`src/rtl/vga_pixel_fetch.sv`:
```
// 640x480@60 VGA reader for the Mandelbrot pixel memories: request counters run
// RD_LATENCY ticks ahead of sync/colour. Optional `OVERLAY_CROSSHAIR_EN draws a centre crosshair.
module vga_pixel_fetch #(
  parameter int H_ACTIVE        = 640,
  parameter int H_FP            = 16,
  parameter int H_SYNC          = 96,
  parameter int H_BP            = 48,
  parameter int V_ACTIVE        = 480,
  parameter int V_FP            = 10,
  parameter int V_SYNC          = 2,
  parameter int V_BP            = 33,
  parameter int RD_LATENCY      = 2,
  parameter int INTERIOR_THRESH = 250
) (
  input  logic       clk,
  input  logic       rst,
  input  logic       pix_en,
  input  logic [7:0] rd_color,
  output logic [9:0] next_x,
  output logic [9:0] next_y,
  output logic       frame_start,
  output logic       vga_hs,
  output logic       vga_vs,
  output logic       vga_blank_n,
  output logic [7:0] vga_r,
  output logic [7:0] vga_g,
  output logic [7:0] vga_b
);

  localparam int H_TOTAL = H_ACTIVE + H_FP + H_SYNC + H_BP;
  localparam int V_TOTAL = V_ACTIVE + V_FP + V_SYNC + V_BP;

  localparam logic [9:0] H_MAX    = 10'(H_TOTAL - 1);
  localparam logic [9:0] V_MAX    = 10'(V_TOTAL - 1);
  localparam logic [9:0] H_ACT    = 10'(H_ACTIVE);
  localparam logic [9:0] V_ACT    = 10'(V_ACTIVE);
  localparam logic [9:0] HS_START = 10'(H_ACTIVE + H_FP);
  localparam logic [9:0] HS_END   = 10'(H_ACTIVE + H_FP + H_SYNC);
  localparam logic [9:0] VS_START = 10'(V_ACTIVE + V_FP);
  localparam logic [9:0] VS_END   = 10'(V_ACTIVE + V_FP + V_SYNC);
  localparam logic [8:0] THRESH   = 9'(INTERIOR_THRESH);

  typedef struct packed {
    logic       hs;
    logic       vs;
    logic       act;
`ifdef OVERLAY_CROSSHAIR_EN
    logic [9:0] x;
    logic [9:0] y;
`endif
  } timing_t;

  localparam timing_t IDLE = '{hs: 1'b1, vs: 1'b1, default: '0};

  logic [9:0] h_cnt;
  logic [9:0] v_cnt;
  timing_t    raw;
  timing_t    pipe [RD_LATENCY];
  timing_t    tail;

  // NOTE: sequential state uses non-blocking assignments so every register
  // samples the pre-edge value of its neighbours, independent of block order.
  always_ff @(posedge clk) begin
    if (rst) begin
      h_cnt <= '0;
      v_cnt <= '0;
    end else if (pix_en) begin
      if (h_cnt == H_MAX) begin
        h_cnt <= '0;
        v_cnt <= (v_cnt == V_MAX) ? '0 : v_cnt + 10'd1;
      end else begin
        h_cnt <= h_cnt + 10'd1;
      end
    end
  end

  // Addresses are clamped in blanking so the memories never see out-of-range reads.
  always_ff @(posedge clk) begin
    if (rst) begin
      next_x      <= '0;
      next_y      <= '0;
      frame_start <= 1'b0;
    end else begin
      frame_start <= pix_en && (h_cnt == '0) && (v_cnt == '0);
      if (pix_en) begin
        next_x <= (h_cnt < H_ACT) ? h_cnt : H_ACT - 10'd1;
        next_y <= (v_cnt < V_ACT) ? v_cnt : V_ACT - 10'd1;
      end
    end
  end

  // NOTE: every field gets a default first so no path through the block infers a latch.
  always_comb begin
    raw     = IDLE;
    raw.hs  = !((h_cnt >= HS_START) && (h_cnt < HS_END));
    raw.vs  = !((v_cnt >= VS_START) && (v_cnt < VS_END));
    raw.act = (h_cnt < H_ACT) && (v_cnt < V_ACT);
`ifdef OVERLAY_CROSSHAIR_EN
    raw.x   = h_cnt;
    raw.y   = v_cnt;
`endif
  end

  // NOTE: the delay line is reset to inactive timing so sync cannot glitch after reset.
  always_ff @(posedge clk) begin
    if (rst) begin
      for (int i = 0; i < RD_LATENCY; i++) pipe[i] <= IDLE;
    end else if (pix_en) begin
      pipe[0] <= raw;
      for (int i = 1; i < RD_LATENCY; i++) pipe[i] <= pipe[i-1];
    end
  end

  assign tail = pipe[RD_LATENCY-1];

  logic [8:0] g_wide;
  logic [7:0] r_n, g_n, b_n;

  always_comb begin
    r_n    = '0;
    g_n    = '0;
    b_n    = '0;
    g_wide = {rd_color, 1'b0};
    if (tail.act) begin
      if ({1'b0, rd_color} < THRESH) begin
        r_n = rd_color;
        g_n = g_wide[8] ? 8'hFF : g_wide[7:0];
        b_n = ~rd_color;
      end
`ifdef OVERLAY_CROSSHAIR_EN
      if ((tail.x == 10'(H_ACTIVE / 2)) || (tail.y == 10'(V_ACTIVE / 2))) begin
        r_n = 8'hFF;
        g_n = 8'hFF;
        b_n = 8'hFF;
      end
`endif
    end
  end

  always_ff @(posedge clk) begin
    if (rst) begin
      vga_hs      <= 1'b1;
      vga_vs      <= 1'b1;
      vga_blank_n <= 1'b0;
      vga_r       <= '0;
      vga_g       <= '0;
      vga_b       <= '0;
    end else if (pix_en) begin
      vga_hs      <= tail.hs;
      vga_vs      <= tail.vs;
      vga_blank_n <= tail.act;
      vga_r       <= r_n;
      vga_g       <= g_n;
      vga_b       <= b_n;
    end
  end

endmodule
```
`config.mk`:
```
export PLATFORM = sky130hd
export DESIGN_NAME = vga_pixel_fetch
export DESIGN_NICKNAME = d
export VERILOG_FILES = /design/src/rtl/vga_pixel_fetch.sv
export SDC_FILE = /design/constraint.sdc
export NUM_CORES = 1
export LEC_CHECK = 0
export CAP_MARGIN = 15
export CORE_AREA = 2 2 92 67
export DETAILED_ROUTE_END_ITERATION = 7
export DIE_AREA = 0 0 94 69
export PLACE_DENSITY_LB_ADDON = 0.15
export SYNTH_ARGS = -nofsm -noshare
export SYNTH_HDL_FRONTEND = slang
export SYNTH_SLANG_ARGS = --single-unit
export TNS_END_PERCENT = 5
```
`constraint.sdc`:
```
create_clock -name clk -period 4.1 [get_ports clk]
set_input_delay 0.615 -clock clk [delete_from_list [all_inputs] [get_ports clk]]
set_output_delay 0.615 -clock clk [all_outputs]
set_load 0.1 [all_outputs]
```
==> results.md <==
- The flow ran to the end, and the final reports show no timing, DRC or antenna violations.
- Setup violations remaining at the end of the flow were counted as 0.
- After synthesis, the netlist uses 55 different library cells.
- The number of clock sinks seen by CTS is 73.
- By area, the combinational part of the netlist is dominated by simple AND/OR/NAND/NOR gates.
- Sequential cells were found to cover between 50% and 60% of the synthesized design area.
- The first-pass GRT wire length is approximately 12,000 um.
- The final hold violation count is 0.
- Entering global routing, the biggest net connects 23 pins.
- Detailed placement finished with a half-perimeter wire length of about 5000 um.
- The static power due to leakage is 1.38 nW.
- Walking the worst path, the cells encountered are clkdlybuf4s50_1.
- The longest clock path from root to sink contains 2 buffers.
- The multiplexer share of the synthesized area is under 10%.
- The area fraction in compound gates after synthesis is between 10% and 20%.
- The number of gates resized after CTS was 0.
- The fraction of synthesis flops using an asynchronous set or reset pin is 0%.
- The H-tree depth is 3.
- The shortest period the worst path allows is approximately 2500 ps.
- The violation count after the first detailed-route iteration is approximately 140.
- The worst setup path is launched from a flip-flop.
- The routability congestion estimate is 0.887.
- The number of global-route vias before repair is ~2,400.
- The layout-stage area growth over the synthesis result is 26.2%.
- The worst path uses 60.4% of the clock period.
- The repair_antennas step left the layout with diodes totalling 0.
- TritonCTS built the clock tree.
- For this run, the leading register cell type out of synthesis is sky130_fd_sc_hd__dfxtp_1.
- After clock tree synthesis, the setup repair step added 0 buffers.
- In this run the power density over the cells is 408 nW/um^2.
- The combined global-route utilization of all metal layers is 23.3%.
- The worst ir drop on vdd is 0.000296 V.
- The arrival time of data at the critical path endpoint is 1860 ps.
- Input and output buffers added on the ports amount to 58.
- The die covers 6490 um^2.
- The synthesis warning total is 0.
- Clock latency on the worst-skew pair, taken at its later pin, is 350 ps.
- The post-synth net total is 334.
- The final setup skew is 7.30 ps.
- Dividing the detail-routed via count by the number of cells gives 5.65.
- The number of antenna violations at the first check in global routing is 0.
- Static timing analysis puts the maximum clock frequency at approximately 0.4 GHz.
- In the final layout, flip-flops and latches occupy 1520 um^2.
- Of the total synthesized cell area, the portion taken by full adders, half adders and majority gates is 2.09%.
- The number of pins exceeding their max-slew limit in the final report is 0.
- Setup repair after global routing left no endpoint under its margin.
- The post-synthesis cell count is about 320.
- The total via count after detailed routing is around 2,500.
- The type of the most critical hold path is reg2reg.
- The parity-gate share of the synthesized area counting xor and xnor cells is 2.34%.
- In this run, synthesis produced a sequential element count of between 70 and 80.
- The final worst-path setup slack is 1620 ps.
- 59 I/O pins were placed.
- The floorplan has 23 rows.
- The hold buffer count at cts is 0.
- The total CTS buffers is 9.
- After Yosys synthesis, and, or, nand and nor cells account for 20.8% of the synthesized area.
- The floorplan step defined a core boundary enclosing 5610 um^2.
- The critical path class is reg2out.
- The count of max-cap constraint violations is 0.
- The mapped netlist covers about 3000 um^2.
- The number of buffers and inverters on the critical path is 1.
- In the routed design, unresolved DRC markers number 0.
- The filler cells instantiated in the layout total 459.
- At the worst endpoint, the required time is 3480 ps.
- Measured against its own limit, the worst slew margin works out to roughly a third.
- Of all nets on the critical path, the largest fanout is 2.
- The fraction of layout instances using a drive strength above 1 is 9.41%.
- The first-pass iteration count of the detailed router is 5.
- The horizontal die dimension is between 90 and 100 um.
- The multi-input combinational cells in the finished layout cover a total of 1320 um^2.
- In this run the mean area of a mapped cell was approximately 9.4 um^2.
- STA classifies the critical path endpoint as a primary output.
- The die span in y is between 60 and 70 um.
- The cell family with the largest share of critical-path delay is buffers and inverters.
- The total length of routed wires is 7140 um.
- The final antenna-violating net count is 0.
- Dividing the detail-routed wire length by the instance count gives 16.0 um.
- The global route total overflow is 0.
- The final layout contains 383 nets.
- Adding up every negative setup slack in the final design gives 0 ps.
- The clock tree root buffer cell is sky130_fd_sc_hd__clkbuf_8.
- OpenSTA, run right after detailed placement, puts the worst setup slack at 1410 ps.
- For the pin with the worst max-slew slack, the measured transition is 993 ps.
- In this run, synthesis inferred 6 flip-flops with an integrated enable.
- After clock tree synthesis, the clock-pin slew on the worst setup and hold paths is 80 ps.
- The delay of the slowest critical-path stage is 1150 ps.
- The slowest stage of the critical path is the sky130_fd_sc_hd__clkdlybuf4s50_1 cell.
- Once the floorplan was initialized, standard cells occupied roughly 53% of the core.
-- path summary, 6_finish.rpt --
kind	startpoint	end	slack (ps)	cells past startpoint
max	vga_b[5]	vga_b[5]	1620	1
min	next_y[0]	next_y[0]	440	2
max reg2reg	v_cnt[0]	v_cnt[7]	2150	6
min reg2reg	next_y[0]	next_y[0]	440	2
-- power breakdown --
part           switching (mW)  internal (mW)  total, mW
Sequential             0.0140          0.739      0.753
Combinational           0.158         0.0528      0.211
Clock                   0.277          0.299      0.576
-- cell type report --
class / instances / area share (%)
inverters: 9 / 0.895
multi-input cells: 213 / 34.9
flip-flops and latches: 73 / 40.3
repair buffers: 61 / 16.0
clock buffers: 10 / 3.65
well taps: 75 / 2.49
clock inverters: 6 / 1.76
-- stage by stage --
step | hold slack, ps | cell area (um^2) | utilization (%) | power (mW) | cells
global placement | 432 | 3570 | 63.6 | 0.977 | 431
detailed placement | 435 | 3570 | 63.6 | 0.979 | 431
global route | 471 | 3770 | 67.3 | 1.60 | 447
CTS | 446 | 3770 | 67.3 | 1.55 | 447
floorplan | 438 | 2990 | - | 0.921 | 318
finish | 444 | 3770 | 67.3 | 1.54 | 447
-- synth_stat cells, drive strengths merged (2+ instances only) --
library cell	instances	share of area, %
nor4	3	0.63
o21a	2	0.50
nand2	36	4.6
and2	4	0.88
o31ai	5	1.3
nand4	10	2.1
edfxtp	6	6.0
nand3	7	1.6
nor4b	2	0.59
xnor2	5	1.5
and4	4	1.2
nand2b	2	0.42
and3	4	0.84
mux2i	3	1.0
nor3	4	0.67
clkbuf	12	1.5
o221a	7	2.6
buf	11	2.4
a31oi	3	0.63
xor2	3	0.88
a21oi	15	2.5
o211ai	4	1.0
nor2	35	4.4
ha	5	2.1
inv	7	0.88
nand3b	2	0.50
or2	3	0.63
dfxtp	67	45
a211oi	3	0.75
clkinv	2	0.25
a22o	8	2.3
o21ai	18	3.0
-- worst min-delay path, cell delays in order, from the launching register on --
cell,delay (ps)
sky130_fd_sc_hd__dfxtp_1,310
sky130_fd_sc_hd__nand2_1,50
sky130_fd_sc_hd__nand2_1,40
-- registers in the layout, summed over array words and instances (netlist names), 6 cells and up --
name,count
v_cnt,10
vga_r,7
next_y,10
next_x,10
vga_g,8
h_cnt,10
pipe,6
vga_b,8
-- layout by cell type, fill, tap and decap left out, drive strengths merged, types with 5 or more instances in the layout --
cell           count
nor2              35
nand3              7
clkdlybuf4s50     58
a21oi             15
nand2             36
clkinv             5
o21ai             18
inv                8
clkbuf            10
o221a              7
a22o               8
dfxtp             67
ha                 5
xnor2              5
o31ai              5
edfxtp             6
nand4             10
-- layer usage --
layer / track usage [%] / wire (um) / vias up
li1: - / - / 1232
met1: 34.5 / 3520 / 1192
met2: 33.2 / 3080 / 96
met3: 7.76 / 473 / 7
met4: 4.99 / 68 / 0
met5: 0 / 0 / -
-- cells by family (layout without fill, tap and decap cells) --
kind of cell / Yosys count / after routing
AOI/OAI and AO/OA: 74 / 74
xor gates and xnor gates: 8 / 8
buffers and inverters: 32 / 86
and+or+nand+nor: 122 / 122
DFF: 73 / 73
muxes: 4 / 4
adders and majority gates: 5 / 5
Note: power is estimated with default switching activity, not from simulation.
